--- src/rtl/mux_sel_scheduler.sv ---
// rtl/mux_sel_scheduler.sv - 2:1 mux select scheduler with switch blanking (optional stats: MUX_SEL_SCHEDULER_STATS_EN)
module mux_sel_scheduler #(
  parameter int CNT_WIDTH   = 32,
  parameter int BLANK_WIDTH = 8
) (
  input  logic                   clk_i,
  input  logic                   rst_ni,
  input  logic                   mode_i,
  input  logic                   manual_sel_i,
  input  logic [CNT_WIDTH-1:0]   period0_i,
  input  logic [CNT_WIDTH-1:0]   period1_i,
  input  logic [BLANK_WIDTH-1:0] blank_len_i,
  output logic                   sel_o,
  output logic                   blank_o,
  output logic                   switch_pulse_o,
  output logic [31:0]            switch_count_o
);

  typedef enum logic [1:0] {
    DWELL = 2'd0,
    PRE   = 2'd1,
    POST  = 2'd2
  } state_e;

  state_e                 state_q, state_d;
  logic [CNT_WIDTH-1:0]   cnt_q, cnt_d;
  logic [BLANK_WIDTH-1:0] n_q, n_d;
  logic [BLANK_WIDTH-1:0] rem_q, rem_d;
  logic                   sel_q, sel_d;
  logic                   blank_q, blank_d;
  logic                   pulse_q, pulse_d;
  logic                   mode_q;

  logic [CNT_WIDTH-1:0]   period_cur;
  logic [CNT_WIDTH-1:0]   target;
  logic                   mode_chg;
  logic                   req;

  // Switch request: live period for the current input, a period of 0 behaves as 1.
  // The cycle a mode change is seen, the counter restarts and cannot trigger an auto switch.
  always_comb begin
    period_cur = sel_q ? period1_i : period0_i;
    target     = (period_cur == '0) ? '0 : period_cur - CNT_WIDTH'(1);
    mode_chg   = (mode_i != mode_q);
    req        = mode_i ? (!mode_chg && (cnt_q == target)) : (manual_sel_i != sel_q);
  end

  // Next-state and registered-output logic for the DWELL/PRE/POST sequence.
  always_comb begin
    state_d = state_q;
    cnt_d   = cnt_q;
    n_d     = n_q;
    rem_d   = rem_q;
    sel_d   = sel_q;
    blank_d = blank_q;
    pulse_d = 1'b0;
    case (state_q)
      DWELL: begin
        blank_d = 1'b0;
        if (mode_chg) begin
          cnt_d = '0;
        end else if (cnt_q != '1) begin
          cnt_d = cnt_q + CNT_WIDTH'(1);
        end
        if (req) begin
          cnt_d = '0;
          if (blank_len_i == '0) begin
            sel_d   = ~sel_q;
            pulse_d = 1'b1;
          end else begin
            // Switch is committed from here; later input changes wait for DWELL.
            n_d     = blank_len_i;
            rem_d   = blank_len_i - BLANK_WIDTH'(1);
            blank_d = 1'b1;
            state_d = PRE;
          end
        end
      end
      PRE: begin
        blank_d = 1'b1;
        if (rem_q == '0) begin
          sel_d   = ~sel_q;
          pulse_d = 1'b1;
          // POST lasts N+1 cycles to cover the downstream mux register.
          rem_d   = n_q;
          state_d = POST;
        end else begin
          rem_d = rem_q - BLANK_WIDTH'(1);
        end
      end
      POST: begin
        if (rem_q == '0) begin
          blank_d = 1'b0;
          cnt_d   = '0;
          state_d = DWELL;
        end else begin
          blank_d = 1'b1;
          rem_d   = rem_q - BLANK_WIDTH'(1);
        end
      end
      default: begin
        blank_d = 1'b0;
        cnt_d   = '0;
        state_d = DWELL;
      end
    endcase
  end

  // State and output registers; mode is tracked through reset so release does not look like a change.
  always_ff @(posedge clk_i) begin
    mode_q <= mode_i;
    if (!rst_ni) begin
      state_q <= DWELL;
      cnt_q   <= '0;
      n_q     <= '0;
      rem_q   <= '0;
      sel_q   <= 1'b0;
      blank_q <= 1'b0;
      pulse_q <= 1'b0;
    end else begin
      state_q <= state_d;
      cnt_q   <= cnt_d;
      n_q     <= n_d;
      rem_q   <= rem_d;
      sel_q   <= sel_d;
      blank_q <= blank_d;
      pulse_q <= pulse_d;
    end
  end

  assign sel_o          = sel_q;
  assign blank_o        = blank_q;
  assign switch_pulse_o = pulse_q;

`ifdef MUX_SEL_SCHEDULER_STATS_EN
  logic [31:0] count_q;

  // Switch counter advances with each pulse and wraps naturally.
  always_ff @(posedge clk_i) begin
    if (!rst_ni) begin
      count_q <= '0;
    end else if (pulse_d) begin
      count_q <= count_q + 32'd1;
    end
  end

  assign switch_count_o = count_q;
`else
  assign switch_count_o = 32'd0;
`endif

endmodule
--- config.mk ---
export PLATFORM = sky130hd
export DESIGN_NAME = mux_sel_scheduler
export DESIGN_NICKNAME = d
export VERILOG_FILES = /design/src/rtl/mux_sel_scheduler.sv
export SDC_FILE = /design/constraint.sdc
export NUM_CORES = 1
export LEC_CHECK = 0
export CAP_MARGIN = 20
export CORE_ASPECT_RATIO = 0.75
export CORE_MARGIN = 1
export CORE_UTILIZATION = 23
export CTS_CLUSTER_DIAMETER = 40
export DETAILED_ROUTE_END_ITERATION = 8
export MAX_ROUTING_LAYER = met4
export PLACE_DENSITY = 0.38
export SLEW_MARGIN = 20
export SYNTH_ARGS = -nofsm -noshare
export SYNTH_HDL_FRONTEND = slang
export SYNTH_SLANG_ARGS = --single-unit
--- constraint.sdc ---
create_clock -name clk_i -period 7.6 [get_ports clk_i]
set_clock_uncertainty 0.2 [all_clocks]
set_input_delay 1.52 -clock clk_i [delete_from_list [all_inputs] [get_ports clk_i]]
set_output_delay 1.52 -clock clk_i [all_outputs]
set_load 0.02 [all_outputs]
==> metrics.md <==
| Metric | Value |
|---|---|
| Sequential share of power | 30.8% |
| Overall routed net length | slightly above 20 mm |
| Met2 Usage GRT | between 20 and 25% |
| Reg-to-reg slack, setup | roughly 2000 ps |
| Reg clk slew, reported paths | approximately 70 ps |
| Total GRT Usage | 16.2% |
| Crit Path Max Fanout | 29 |
| Sw frac | 41.4% |
| Rel. slew slack | 42.9% |
| Most used DFF post-synth | dfxtp_1 |
| Placer Congestion | 0.812 |
| CP arrival | 6500 ps |
| Global route hottest layer | met1 |
| Die area | 26100 µm² |
| Share of cells above drive strength 1 | a little under 7% |
| Leakage | around 2.4 nW |
| Largest family of logic cells by synthesized area | simple AND/OR/NAND/NOR gates |
| Met1 GRT Util | around a quarter |
| Internal Pwr Total | 0.653 mW |
| Sw Pwr | ~0.46 mW |
| Mux share of post-synthesis cell area | around a tenth |
| Starting density of the core | approximately a quarter |
| Resized cells post-CTS | 0 |
| Async S/R FF share, synth | 0% |
| Maxcap violations | 0 |
| RSZ-0062 raised after global routing | no |
| Commonest non-fill, non-tap cells in the layout | clkdlybuf4s50_1 (78), nor2_1 (74), nand2_1 (62), dfxtp_1 (53), mux2i_1 (49) |
| Met3 GRT Util | just under 2% |
| CTS Buf Count | 5 |
| Final TNS setup | 0 ps |
| CTS Sinks | 54 |
| Number of synthesized flops with an enable pin | 0 |
| Startpoint Class | primary input |
| Synth top area share | a little under a fifth |
| Mean post-synth cell area | approximately 7.6 µm² |
| Leading area contributor after synthesis | dfxtp_1 |
| Initial DRC Count | 371 |
| Cell Area, Synth | between 5000 and 6000 µm² |
| Core box area | ~25000 µm² |
| Area contributors post-synth | dfxtp_1 (18%), mux2i_1 (8.4%), nor2_1 (4.7%) |
| Post-Synth XOR/XNOR Area | 7.66% |
| First-pass GRT wire length | ~32 mm |
| Post-synthesis compound-gate area fraction | between 20% and 30% |
| Reg-to-Reg End | cnt_q[7]$_SDFFE_PN0P_ |
| Mapped Cells | 773 |
| Worst r2r src | sel_o$_SDFFE_PN0P_ |
| Seq cells post-synth | 54 |
| Via density | about 5.1 |
| Clock latency on the worst-skew pair | approximately 300 ps |
| Vias | approximately 5.9k |
| # hold bufs at CTS | 0 |
| CTS tree | built |
| Largest net degree at the start of global routing | 61 |
| Area growth syn-to-layout | 20.2% |
| Maximum level of the CTS H-tree | 2 |
| Post-CTS Setup Repair Bufs | 0 |
| Min-Delay Path Depth | 2 |
| Vias in the first global route | 5488 |
| Netlist cell types | 71 |
| Fin nets | 923 |
| Max Clock Freq | approximately 150 MHz |
| Tmin final | 6510 ps |
| # DRC | 0 |
| Initial antenna violation count | 0 |
| Post-Synth Adder-Cell Area | 2.14% |
| Gr ovfl total | 0 |
| Sequential area share after synthesis | between 10% and 20% |
| Worst vdd ir | around 0.00011 V |
| Critical Path RT | ~7600 ps |
| Outcome | finished, final reports clean |
| # rows | 50 |
| Detail Route Antenna Nets | 0 |
| Hold/Removal Path Class | flip-flop to flip-flop |
| Final hold vios | 0 |
| Dpl hpwl | around 16 mm |
| # diodes | 0 |
| Clock network power share | a little over a fifth |
| Deepest clock path buffer count | 2 |
| Tcrit/Tclk final | between 80% and 90% |
| Most common cell after layout, fill and taps aside | clkdlybuf4s50_1 |
| DIE HEIGHT | between 100 and 150 µm |
| Hold endpoint | n_q[0]$_SDFFE_PN0P_ |
| Synth warnings | 0 |
| Tightest Pin Transition | between 800 and 900 ps |
| WL/cell | approximately 17 µm |
| Comb power frac | a little under half |
| Final slew viol count | 0 |
| Root buffer cell | clkbuf_16 |
| Min-delay src | n_q[0]$_SDFFE_PN0P_ |
| Die Span X | approximately 190 µm |
| CP Class | primary input to flip-flop |
| I/O Buffers | a little under 80 |
| Power Density | 159 nW/µm² |
| Reg2Reg Depth | 15 |
| Ports | ~110 |
| Drt first pass iters | 5 |
| Post-Synth Simple-Gate Area | a little over 30% |
| Final setup violation count | 0 |
| Hold slack | roughly 300 ps |
| CP endpoint kind | flip-flop |
## critical path: stages
cell             delay [ps]
clkdlybuf4s50_1         420
mux2_2                  300
inv_1                    60
ha_1                    230
or4b_4                  520
a222oi_1                570
nand4_2                 280
nor2_1                  570
mux2i_1                 260
o2111a_1                190
o2111ai_1               160
a2111o_1                440
o21ai_4                 250
buf_4                   350
nor3b_1                  90
a221o_1                 260
## Yosys cell counts (all sizes together), types with 15 or more instances
library cell and instances:
inv 40, or4 15, or3 17, o221ai 20
nand4 28, nor3 31, nand2 62, clkbuf 17
a22oi 15, mux2i 49, o21ai 18, a21oi 26
xnor2 25, nor2 74, buf 49, dfxtp 54
xor2 21, nand3 28
## power by group through the flow
stage          sequential, mW  clock (mW)  combinational, mW
2_1_floorplan           0.341           0              0.375
3_3_place_gp            0.351           0              0.534
3_5_place_dp            0.349           0              0.529
4_1_cts                 0.343       0.257              0.530
5_1_grt                 0.348       0.264              0.588
6_report                0.343       0.244              0.528
## stage by stage
stage | util, % | std cells | setup slack, ps | total power, mW | cell area [µm²]
global route | 28.2 | 1176 | 725 | 1.20 | 7030
floorplan | - | 804 | 1840 | 0.716 | 5960
CTS | 28.2 | 1176 | 1130 | 1.13 | 7030
global placement | 27.5 | 1168 | 940 | 0.884 | 6870
finish | 28.2 | 1176 | 1090 | 1.12 | 7030
detailed placement | 27.5 | 1168 | 812 | 0.878 | 6870
## layout make-up
| cell class | count | area (µm²) |
|---|---|---|
| sequential | 54 | 1080 |
| multi-input combinational | 644 | 4330 |
| tap | 338 | 423 |
| fill | 2701 | 17900 |
| clock inverter | 2 | 16.3 |
| timing repair buffer | 92 | 886 |
| inverter | 40 | 150 |
| clock buffer | 6 | 139 |
## kinds of logic (layout without fill, tap and decap cells)
family / after synthesis / in the layout
buf+inv: 106 / 140
compound gates: 161 / 161
other cells: 1 / 32
simple gates: 335 / 335
mux: 58 / 58
flops: 54 / 54
xor+xnor: 48 / 48
fa+ha+maj: 10 / 10
## per-layer routing
| metal | wire [µm] | share of wire, % |
|---|---|---|
| met5 | 0 | 0 |
| met2 | 7950 | 39 |
| met4 | 55 | 0.27 |
| met1 | 11400 | 56 |
| met3 | 852 | 4.2 |
## sequential cells by signal, indices dropped and copies added (netlist names)
| name | cells |
|---|---|
| sel_o | 1 |
| rem_q | 8 |
| cnt_q | 32 |
| state_q | 2 |
| n_q | 8 |
| blank_o | 1 |
| switch_pulse_o | 1 |
| mode_q | 1 |
## worst max-delay path by stage
stage,endpoint,cells after the start,startpoint
finish,cnt_q[7]$_SDFFE_PN0P_,16,period1_i[0]
global route,cnt_q[7]$_SDFFE_PN0P_,16,period0_i[0]
CTS,cnt_q[7]$_SDFFE_PN0P_,13,period0_i[0]
detailed placement,cnt_q[7]$_SDFFE_PN0P_,13,period0_i[0]
global placement,cnt_q[7]$_SDFFE_PN0P_,13,period0_i[0]
floorplan,cnt_q[12]$_SDFFE_PN0P_,20,sel_o$_SDFFE_PN0P_
(Power assumes the default switching activity.)
